File: src/rtl/mdu_ctrl_if.sv
// mdu_ctrl_if: execute-stage and divider-side signals of the HI/LO multiply/divide controller.
// The slave modport is the controller; the master modport is its environment (execute stage plus divider).
interface mdu_ctrl_if;
  logic        flush_i;
  logic        stall_i;
  logic        op_valid_i;
  logic [3:0]  mduop_i;
  logic [31:0] opr1_i;
  logic [31:0] opr2_i;
  logic        div_start_o;
  logic        div_signed_o;
  logic [31:0] div_opr1_o;
  logic [31:0] div_opr2_o;
  logic        div_cancel_o;
  logic        div_done_i;
  logic [31:0] div_q_i;
  logic [31:0] div_r_i;
  logic [31:0] hi_o;
  logic [31:0] lo_o;
  logic        mdu_is_active;
  logic        mdu_div_active;
  logic        stallreq_o;

  modport slave (
    input  flush_i, stall_i, op_valid_i, mduop_i, opr1_i, opr2_i,
    input  div_done_i, div_q_i, div_r_i,
    output div_start_o, div_signed_o, div_opr1_o, div_opr2_o, div_cancel_o,
    output hi_o, lo_o, mdu_is_active, mdu_div_active, stallreq_o
  );

  modport master (
    output flush_i, stall_i, op_valid_i, mduop_i, opr1_i, opr2_i,
    output div_done_i, div_q_i, div_r_i,
    input  div_start_o, div_signed_o, div_opr1_o, div_opr2_o, div_cancel_o,
    input  hi_o, lo_o, mdu_is_active, mdu_div_active, stallreq_o
  );
endinterface

File: src/rtl/mdu_ctrl.sv
// mdu_ctrl: HI/LO controller with a 2-stage 32x32 multiplier and an external iterative divider.
// Define MDU_MADD_EN to enable madd/maddu/msub/msubu; otherwise opcodes 7-10 decode as none.
module mdu_ctrl (
  input  logic      clk,
  input  logic      rst,
  mdu_ctrl_if.slave bus
);

`ifdef MDU_MADD_EN
  localparam bit MADD_EN = 1'b1;
`else
  localparam bit MADD_EN = 1'b0;
`endif

  typedef enum logic [1:0] {S_IDLE, S_MUL1, S_MUL2, S_DIV} state_e;
  typedef enum logic [3:0] {
    OP_NONE, OP_MULT, OP_MULTU, OP_DIV, OP_DIVU, OP_MTHI, OP_MTLO,
    OP_MADD, OP_MADDU, OP_MSUB, OP_MSUBU, OP_MFHI, OP_MFLO
  } op_e;
  typedef enum logic [1:0] {ACC_NONE, ACC_ADD, ACC_SUB} acc_e;

  state_e           state_q, state_d;
  logic [31:0]      hi_q, hi_d, lo_q, lo_d;
  logic [31:0]      mul_a_q, mul_a_d, mul_b_q, mul_b_d;
  logic             mul_neg_q, mul_neg_d;
  acc_e             acc_q, acc_d;
  logic [3:0][31:0] pp_q, pp_d;
  logic [31:0]      div_opr1_q, div_opr1_d, div_opr2_q, div_opr2_d;
  logic             div_signed_q, div_signed_d;
  logic             div_start_q, div_start_d;

  logic        op_known, op_mul, op_div, mul_signed;
  acc_e        acc_sel;
  logic        busy, stallreq, accept;
  logic [63:0] prod_mag, prod, hilo_new;

  function automatic logic [31:0] magnitude(input logic [31:0] v, input logic is_signed);
    return (is_signed && v[31]) ? -v : v;
  endfunction

  // NOTE: every always_comb output gets a default before the case so no path can infer a latch.
  always_comb begin
    op_known   = 1'b0;
    op_mul     = 1'b0;
    op_div     = 1'b0;
    mul_signed = 1'b0;
    acc_sel    = ACC_NONE;
    case (bus.mduop_i)
      OP_MULT:  begin op_known = 1'b1; op_mul = 1'b1; mul_signed = 1'b1; end
      OP_MULTU: begin op_known = 1'b1; op_mul = 1'b1; end
      OP_DIV, OP_DIVU: begin op_known = 1'b1; op_div = 1'b1; end
      OP_MTHI, OP_MTLO, OP_MFHI, OP_MFLO: op_known = 1'b1;
      OP_MADD:  begin op_known = MADD_EN; op_mul = MADD_EN; mul_signed = 1'b1; acc_sel = ACC_ADD; end
      OP_MADDU: begin op_known = MADD_EN; op_mul = MADD_EN; acc_sel = ACC_ADD; end
      OP_MSUB:  begin op_known = MADD_EN; op_mul = MADD_EN; mul_signed = 1'b1; acc_sel = ACC_SUB; end
      OP_MSUBU: begin op_known = MADD_EN; op_mul = MADD_EN; acc_sel = ACC_SUB; end
      default: ;
    endcase
  end

  assign busy     = (state_q != S_IDLE);
  assign stallreq = bus.op_valid_i & busy & op_known;
  assign accept   = bus.op_valid_i & ~bus.stall_i & ~bus.flush_i & ~stallreq & ~busy;

  // Signed products run as unsigned magnitudes with the sign applied after the final sum.
  assign prod_mag = {32'd0, pp_q[0]} + {16'd0, pp_q[1], 16'd0}
                  + {16'd0, pp_q[2], 16'd0} + {pp_q[3], 32'd0};
  assign prod     = mul_neg_q ? -prod_mag : prod_mag;

  always_comb begin
    hilo_new = prod;
    case (acc_q)
      ACC_ADD: hilo_new = {hi_q, lo_q} + prod;
      ACC_SUB: hilo_new = {hi_q, lo_q} - prod;
      default: ;
    endcase
  end

  always_comb begin
    state_d      = state_q;
    hi_d         = hi_q;
    lo_d         = lo_q;
    mul_a_d      = mul_a_q;
    mul_b_d      = mul_b_q;
    mul_neg_d    = mul_neg_q;
    acc_d        = acc_q;
    pp_d         = pp_q;
    div_opr1_d   = div_opr1_q;
    div_opr2_d   = div_opr2_q;
    div_signed_d = div_signed_q;
    div_start_d  = 1'b0;
    unique case (state_q)
      S_IDLE: begin
        if (accept) begin
          if (op_mul) begin
            mul_a_d   = magnitude(bus.opr1_i, mul_signed);
            mul_b_d   = magnitude(bus.opr2_i, mul_signed);
            mul_neg_d = mul_signed & (bus.opr1_i[31] ^ bus.opr2_i[31]);
            acc_d     = acc_sel;
            state_d   = S_MUL1;
          end else if (op_div && bus.opr2_i != 32'd0) begin
            div_opr1_d   = bus.opr1_i;
            div_opr2_d   = bus.opr2_i;
            div_signed_d = (bus.mduop_i == OP_DIV);
            div_start_d  = 1'b1;
            state_d      = S_DIV;
          end else if (bus.mduop_i == OP_MTHI) begin
            hi_d = bus.opr1_i;
          end else if (bus.mduop_i == OP_MTLO) begin
            lo_d = bus.opr1_i;
          end
        end
      end
      S_MUL1: begin
        if (bus.flush_i) begin
          state_d = S_IDLE;
        end else begin
          pp_d[0] = {16'd0, mul_a_q[15:0]}  * {16'd0, mul_b_q[15:0]};
          pp_d[1] = {16'd0, mul_a_q[15:0]}  * {16'd0, mul_b_q[31:16]};
          pp_d[2] = {16'd0, mul_a_q[31:16]} * {16'd0, mul_b_q[15:0]};
          pp_d[3] = {16'd0, mul_a_q[31:16]} * {16'd0, mul_b_q[31:16]};
          state_d = S_MUL2;
        end
      end
      S_MUL2: begin
        state_d = S_IDLE;
        if (!bus.flush_i) begin
          {hi_d, lo_d} = hilo_new;
        end
      end
      S_DIV: begin
        if (bus.flush_i) begin
          state_d = S_IDLE;
        end else if (bus.div_done_i) begin
          hi_d    = bus.div_r_i;
          lo_d    = bus.div_q_i;
          state_d = S_IDLE;
        end
      end
    endcase
  end

  // NOTE: sequential state uses <= so every flop samples the pre-edge values of its inputs.
  always_ff @(posedge clk) begin
    if (rst) begin
      state_q      <= S_IDLE;
      hi_q         <= '0;
      lo_q         <= '0;
      mul_a_q      <= '0;
      mul_b_q      <= '0;
      mul_neg_q    <= 1'b0;
      acc_q        <= ACC_NONE;
      pp_q         <= '0;
      div_opr1_q   <= '0;
      div_opr2_q   <= '0;
      div_signed_q <= 1'b0;
      div_start_q  <= 1'b0;
    end else begin
      state_q      <= state_d;
      hi_q         <= hi_d;
      lo_q         <= lo_d;
      mul_a_q      <= mul_a_d;
      mul_b_q      <= mul_b_d;
      mul_neg_q    <= mul_neg_d;
      acc_q        <= acc_d;
      pp_q         <= pp_d;
      div_opr1_q   <= div_opr1_d;
      div_opr2_q   <= div_opr2_d;
      div_signed_q <= div_signed_d;
      div_start_q  <= div_start_d;
    end
  end

  assign bus.hi_o           = hi_q;
  assign bus.lo_o           = lo_q;
  assign bus.div_start_o    = div_start_q;
  assign bus.div_signed_o   = div_signed_q;
  assign bus.div_opr1_o     = div_opr1_q;
  assign bus.div_opr2_o     = div_opr2_q;
  // A reset in DIV resets the divider directly, so the abort pulse is suppressed then.
  assign bus.div_cancel_o   = (state_q == S_DIV) & bus.flush_i & ~rst;
  assign bus.mdu_is_active  = busy;
  assign bus.mdu_div_active = (state_q == S_DIV);
  assign bus.stallreq_o     = stallreq;

endmodule

File: src/flat_wrapper.sv
// flat-port wrapper written by rule: the top's interface ports become plain ports
module mdu_ctrl_flat 
  (clk, rst, bus_flush_i, bus_stall_i, bus_op_valid_i, bus_mduop_i, bus_opr1_i, bus_opr2_i, bus_div_done_i, bus_div_q_i, bus_div_r_i, bus_div_start_o, bus_div_signed_o, bus_div_opr1_o, bus_div_opr2_o, bus_div_cancel_o, bus_hi_o, bus_lo_o, bus_mdu_is_active, bus_mdu_div_active, bus_stallreq_o);
  mdu_ctrl_if bus_i ();
  input  logic clk;
  input  logic rst;
  input wire logic [$bits(bus_i.flush_i)-1:0] bus_flush_i;
  input wire logic [$bits(bus_i.stall_i)-1:0] bus_stall_i;
  input wire logic [$bits(bus_i.op_valid_i)-1:0] bus_op_valid_i;
  input wire logic [$bits(bus_i.mduop_i)-1:0] bus_mduop_i;
  input wire logic [$bits(bus_i.opr1_i)-1:0] bus_opr1_i;
  input wire logic [$bits(bus_i.opr2_i)-1:0] bus_opr2_i;
  input wire logic [$bits(bus_i.div_done_i)-1:0] bus_div_done_i;
  input wire logic [$bits(bus_i.div_q_i)-1:0] bus_div_q_i;
  input wire logic [$bits(bus_i.div_r_i)-1:0] bus_div_r_i;
  output wire logic [$bits(bus_i.div_start_o)-1:0] bus_div_start_o;
  output wire logic [$bits(bus_i.div_signed_o)-1:0] bus_div_signed_o;
  output wire logic [$bits(bus_i.div_opr1_o)-1:0] bus_div_opr1_o;
  output wire logic [$bits(bus_i.div_opr2_o)-1:0] bus_div_opr2_o;
  output wire logic [$bits(bus_i.div_cancel_o)-1:0] bus_div_cancel_o;
  output wire logic [$bits(bus_i.hi_o)-1:0] bus_hi_o;
  output wire logic [$bits(bus_i.lo_o)-1:0] bus_lo_o;
  output wire logic [$bits(bus_i.mdu_is_active)-1:0] bus_mdu_is_active;
  output wire logic [$bits(bus_i.mdu_div_active)-1:0] bus_mdu_div_active;
  output wire logic [$bits(bus_i.stallreq_o)-1:0] bus_stallreq_o;
  assign bus_i.flush_i = bus_flush_i;
  assign bus_i.stall_i = bus_stall_i;
  assign bus_i.op_valid_i = bus_op_valid_i;
  assign bus_i.mduop_i = bus_mduop_i;
  assign bus_i.opr1_i = bus_opr1_i;
  assign bus_i.opr2_i = bus_opr2_i;
  assign bus_i.div_done_i = bus_div_done_i;
  assign bus_i.div_q_i = bus_div_q_i;
  assign bus_i.div_r_i = bus_div_r_i;
  assign bus_div_start_o = bus_i.div_start_o;
  assign bus_div_signed_o = bus_i.div_signed_o;
  assign bus_div_opr1_o = bus_i.div_opr1_o;
  assign bus_div_opr2_o = bus_i.div_opr2_o;
  assign bus_div_cancel_o = bus_i.div_cancel_o;
  assign bus_hi_o = bus_i.hi_o;
  assign bus_lo_o = bus_i.lo_o;
  assign bus_mdu_is_active = bus_i.mdu_is_active;
  assign bus_mdu_div_active = bus_i.mdu_div_active;
  assign bus_stallreq_o = bus_i.stallreq_o;
  mdu_ctrl u_core (.clk(clk), .rst(rst), .bus(bus_i));
endmodule
File: config.mk
export PLATFORM = sky130hd
export DESIGN_NAME = mdu_ctrl_flat
export DESIGN_NICKNAME = d
export VERILOG_FILES = /design/src/rtl/mdu_ctrl_if.sv /design/src/rtl/mdu_ctrl.sv /design/src/flat_wrapper.sv
export SDC_FILE = /design/constraint.sdc
export NUM_CORES = 2
export LEC_CHECK = 0
export ABC_CLOCK_PERIOD_IN_PS = 27900
export CAP_MARGIN = 20
export CORE_MARGIN = 2
export CORE_UTILIZATION = 40
export DETAILED_ROUTE_END_ITERATION = 10
export SLEW_MARGIN = 20
export SYNTH_ARGS = -nofsm -noshare
export SYNTH_HDL_FRONTEND = slang
export SYNTH_SLANG_ARGS = --single-unit
File: constraint.sdc
create_clock -name clk -period 27.9 [get_ports clk]
set_input_delay 5.58 -clock clk [delete_from_list [all_inputs] [get_ports clk]]
set_output_delay 5.58 -clock clk [all_outputs]
set_load 0.005 [all_outputs]
---- Word level (Yosys, flattened, before mapping) ----
Cells that the tools add are included.
storage, ports and cells
  register bits after elaboration ......... 327
  bits of input ports ..................... 138
  output and inout bits ................... 134
  logic and storage cells ................. 127
cells by class
  bitwise gates (word level) .............. 18
  reductions and logical operators ........ 20
  $mul .................................... 4
  $add $sub $neg .......................... 8
  eq/ne operators ......................... 28
  mux-type cells .......................... 34
operators by type and width
  operator                                        count
  two-way mux 32 bit                              17
  case mux 32 bit (3 select lines)                2
  adder 64 bit                                    2
  multiplier 16 x 16 -> 32 bit                    4
  case mux 64 bit (2 select lines)                1
  adder 64 x 48 -> 64 bit                         1
  two-way mux 64 bit                              1
  negation 32 bit                                 2
  negation 64 bit                                 1
  subtractor 64 bit                               1
  adder 32 x 48 -> 49 bit                         1
  nonzero test 32 bit                             1
  == test 4 bit (second input constant)           5
  == test 4 x 3 -> 1 bit (second input constant)  4
  two-way mux 2 bit                               6
  inequality test 2 bit (second input constant)   6
  bitwise AND 1 bit                               9
  AND reduction 9 bit                             1
  == test 4 x 2 -> 1 bit (second input constant)  2
  NOT 1 bit                                       8
  case mux 2 bit (4 select lines)                 1
  AND reduction 8 bit                             1
  OR reduction 2 bit                              4
  OR reduction 8 bit                              1
  18 further kinds                                30

---- Depth between registers and ports, before layout ----
  word-level depth ........................ 9
  gate-level depth with buffers ........... 55
  depth with buffers taken out ............ 53

---- Worst setup path before layout ----
OpenSTA, ideal clock, no wires.
  path kind ............................... in2out
  from .................................... input port rst
  to ...................................... output port bus_div_cancel_o
  stages .................................. 3
  slack ................................... 16.111 ns
  buffers on the path ..................... 2
  arrival ................................. 6.209 ns
  data required time ...................... 22.320 ns
  cell sequence ........................... clkbuf_1 clkbuf_1 nor3b_1
on the way
  word-level cells in the longest chain between the ends .. 2
ends and longest elaborated chain
  element             RTL line            RTL
  start: declaration  flat_wrapper.sv:6   input logic rst;
  NOT 1 bit           mdu_ctrl.sv:181     assign bus.div_cancel_o = (state_q == S_DIV) & bus.flush_i & ~rst;
  bitwise AND 1 bit   mdu_ctrl.sv:181
  end: declaration    flat_wrapper.sv:20  output wire logic [$bits(bus_i.div_cancel_o)-1:0] bus_div_cancel_o;
No other way between the ends.

---- Worst setup path in the final report ----
  from .................................... input port bus_flush_i
  to ...................................... output port bus_div_cancel_o
on the way
  word-level cells in the longest chain between the ends .. 2
ends and longest elaborated chain
  element                         RTL line           RTL
  start: declaration              flat_wrapper.sv:7  input wire logic [$bits(bus_i.flush_i)-1:0] bus_flush_i;
  bitwise AND 1 bit (2 in a row)  mdu_ctrl.sv:181
No other way between the ends.

==> results.py <==
metrics = {
    "status": {
        "status": "complete, no violations",
    },
    "global_routing": {
        "grt_pass1_vias": 50400,
        "antenna_found_initial": 2,
        "grt_pass1_wl_microns": 290000,
        "overflow": 0,
        "track_usage_pct": 24.8,
        "grt_max_degree": 189,
    },
    "power_and_ir_drop": {
        "finalPower_mw": 1.25,
        "switching_share_pct": 30.0,
        "leakagePower_nw": 28.1,
        "combPwrFrac_pct": 16.6,
        "ir_drop_mv": 0.0391,
        "internal_power_uw": 873,
        "seqPwrFrac_pct": 37.9,
        "power.density_nw_per_um2": 19.6,
        "p_clk_share_pct": 45.5,
        "p_switching_uw": 375,
    },
    "detailed_routing": {
        "wire_per_inst_microns": 20.0,
        "ant_nets": 0,
        "first_iter_violations": 3557,
        "firstDrtPassIters": 5,
        "num_vias": 50200,
        "routed.top_layer": "met4",
        "met3_length_microns": 12000,
        "vias_per_cell": 5.47,
        "dr_wl_met2_microns": 86300,
        "drt-met1-wl_microns": 79900,
        "wirelength_microns": 184000,
        "drcViolationCount": 0,
    },
    "sta": {
        "setup_violations": 0,
        "holdWs_ns": 0.452,
        "tightest_slew_ns": 1.13,
        "drv_slew": 0,
        "min_period_ns": 13.02,
        "fmax_ghz": 0.0768,
        "fin_crit_sh_pct": 46.7,
        "tns_ns": 0,
        "finalHoldViolations": 0,
        "finClkSkew_ns": 0.0347,
        "slew_headroom_pct": 24.5,
        "setup_slack_ns": 14.88,
        "rsz0062_at_grt": "no",
    },
    "setup_path": {
        "cp_common_cell": "clkdlybuf4s50_1",
        "cp_max_fo": 10,
        "crit_path_max_incr_delay_ns": 0.72,
        "r2r_start": "u_core.pp_q[16]$_SDFFE_PP0P_",
        "crit_chain": "clkdlybuf4s50_1 -> nor3b_1 -> clkdlybuf4s50_1",
        "crit_path_end_kind": "output pin",
        "arrival_ns": 7.44,
        "required_ns": 22.32,
        "startpoint": "bus_flush_i",
        "startpoint_type": "input port",
        "path_class": "in2out",
        "cp_slowest_cell": "clkdlybuf4s50_1",
    },
    "logic_synthesis": {
        "netlist_area_sq_um": 57800,
        "synth_edf_count": 0,
        "yosys.area.top_type": "fa_1",
        "ys_seq_area_share_pct": 11.3,
        "yosys-top-cells-area": "fa_1, ha_1, dfxtp_1",
        "synth_nets": 8711,
        "synth_top_area_share_pct": 27.5,
        "synth_cells": 7229,
        "yosys_warnings": 0,
        "async_reset_ff_share_pct": 0,
        "ys_ff_latch": 327,
        "avgSynthCellArea_sq_um": 8.00,
        "synth.distinct_cells": 101,
        "synth_ff_type": "dfxtp_1",
    },
    "clock_tree": {
        "root_buffer": "clkbuf_16",
        "cts_setup_buffers": 0,
        "clock_latency_ns": 0.62,
        "cts_hold_repair.buffers": 0,
        "numCtsBuffers": 43,
        "clk_pin_slew_worst_paths_ns": 0.06,
        "clockBufferDepth": 3,
        "cts_tree": "built",
        "cts_sinks": 327,
        "htree_levels": 2,
        "cts_resized": 0,
    },
    "final_layout": {
        "seq_area_sq_um": 6550,
        "multi_input_area_sq_um": 45900,
        "nets": 8713,
        "final_area_sq_um": 63500,
        "utilization_pct": 44.3,
        "area_delta_synth_final_pct": 9.87,
        "final_cell_mix": "nand2_1, inv_1, fa_1",
        "drive_above_1_share_pct": 3.22,
        "fillCellCount": 14400,
        "stdcell_count": 9166,
        "final_common_cell": "nand2_1",
    },
    "floorplanning": {
        "die_area_sq_um": 148000,
        "rows": 139,
        "core_area_sq_um": 143000,
        "die_w_microns": 384,
        "ioPinCount": 272,
        "start_util_pct": 40.3,
        "die_y_microns": 384,
    },
    "min_path": {
        "hold_start": "u_core.pp_q[94]$_SDFFE_PP0P_",
        "hold_path.class": "reg2reg",
    },
    "placement": {
        "dpl.cell_count": 9089,
        "port_buffers": 271,
        "gp_congestion": 0.968,
        "dpl_cell_area_sq_um": 62100,
        "place_ws_ns": 14.84,
        "hpwl_microns": 144000,
    },
    "job": {
        "drv_cap": 0,
    },
}
## routing by layer
layer / vias up / GRT usage [%]
met5: - / 0
met4: 0 / 6.96
met3: 253 / 3.33
met2: 1554 / 41.3
met1: 25100 / 33.6
li1: 23300 / -
## power groups by stage
stage / Clock (mW) / Sequential [mW] / Combinational (mW)
finish: 0.567 / 0.473 / 0.207
global route: 0.593 / 0.473 / 0.223
CTS: 0.576 / 0.473 / 0.203
detailed placement: 0 / 0.483 / 0.202
global placement: 0 / 0.483 / 0.202
floorplan: 0 / 0.482 / 0.124
## worst paths after layout
path | end | depth (start not counted) | slack [ns]
max reg2reg | u_core.bus.hi_o[31]$_SDFFE_PP0P_ | 50 | 15.51
min | u_core.pp_q[94]$_SDFFE_PP0P_ | 2 | 0.45
min reg2reg | u_core.pp_q[94]$_SDFFE_PP0P_ | 2 | 0.45
max | bus_div_cancel_o | 3 | 14.88
## critical path, delay by kind of cell
| family | cells | cell delay (ns) |
|---|---|---|
| simple gates | 1 | 0.52 |
| buf+inv | 2 | 1.33 |
## layout make-up
class / instances / share of cell area [%]
multi-input cells: 5458 / 72.2
flip-flops and latches: 327 / 10.3
inverters: 1041 / 6.15
repair buffers: 360 / 5.35
well taps: 1903 / 3.75
clock buffers: 57 / 1.87
clock inverters: 18 / 0.345
diodes: 2 / 0.00788
## cells by family (layout without fill, tap and decap cells)
logic type / count (synthesis) / in the layout / share of synthesized area (%)
other: 0 / 2 / 0
multiplexers: 23 / 23 / 0.413
adder cells (fa/ha/maj): 1344 / 1344 / 39.4
buffers and inverters: 1444 / 1476 / 9.41
flip-flops: 327 / 327 / 11.3
XOR/XNOR: 386 / 386 / 5.86
AND/OR/NAND/NOR: 2458 / 2458 / 19.7
AO/OA/AOI/OAI: 1247 / 1247 / 13.9
## registers in the layout, summed over array words and instances (netlist names), 32 cells and up
signal,flops
u_core.bus.div_opr1_o,32
u_core.mul_a_q,32
u_core.bus.lo_o,32
u_core.pp_q,128
u_core.mul_b_q,32
u_core.bus.div_opr2_o,32
u_core.bus.hi_o,32
## synthesized netlist by cell type (33+ instances only)
| master | number |
|---|---|
| nor3_1 | 97 |
| and3_1 | 37 |
| nor2_1 | 328 |
| ha_1 | 549 |
| nand2_1 | 1259 |
| or3_1 | 64 |
| dfxtp_1 | 327 |
| nor2b_1 | 33 |
| a311oi_1 | 39 |
| o211ai_1 | 61 |
| a21o_1 | 83 |
| and2_1 | 391 |
| o21a_1 | 41 |
| nand3_1 | 63 |
| nand2b_1 | 49 |
| o21bai_1 | 41 |
| inv_1 | 1040 |
| a21oi_1 | 460 |
| xor2_1 | 148 |
| a211oi_1 | 91 |
| fa_1 | 795 |
| xnor2_1 | 237 |
| o21ai_0 | 197 |
| clkbuf_1 | 372 |
(Power assumes the default switching activity.)
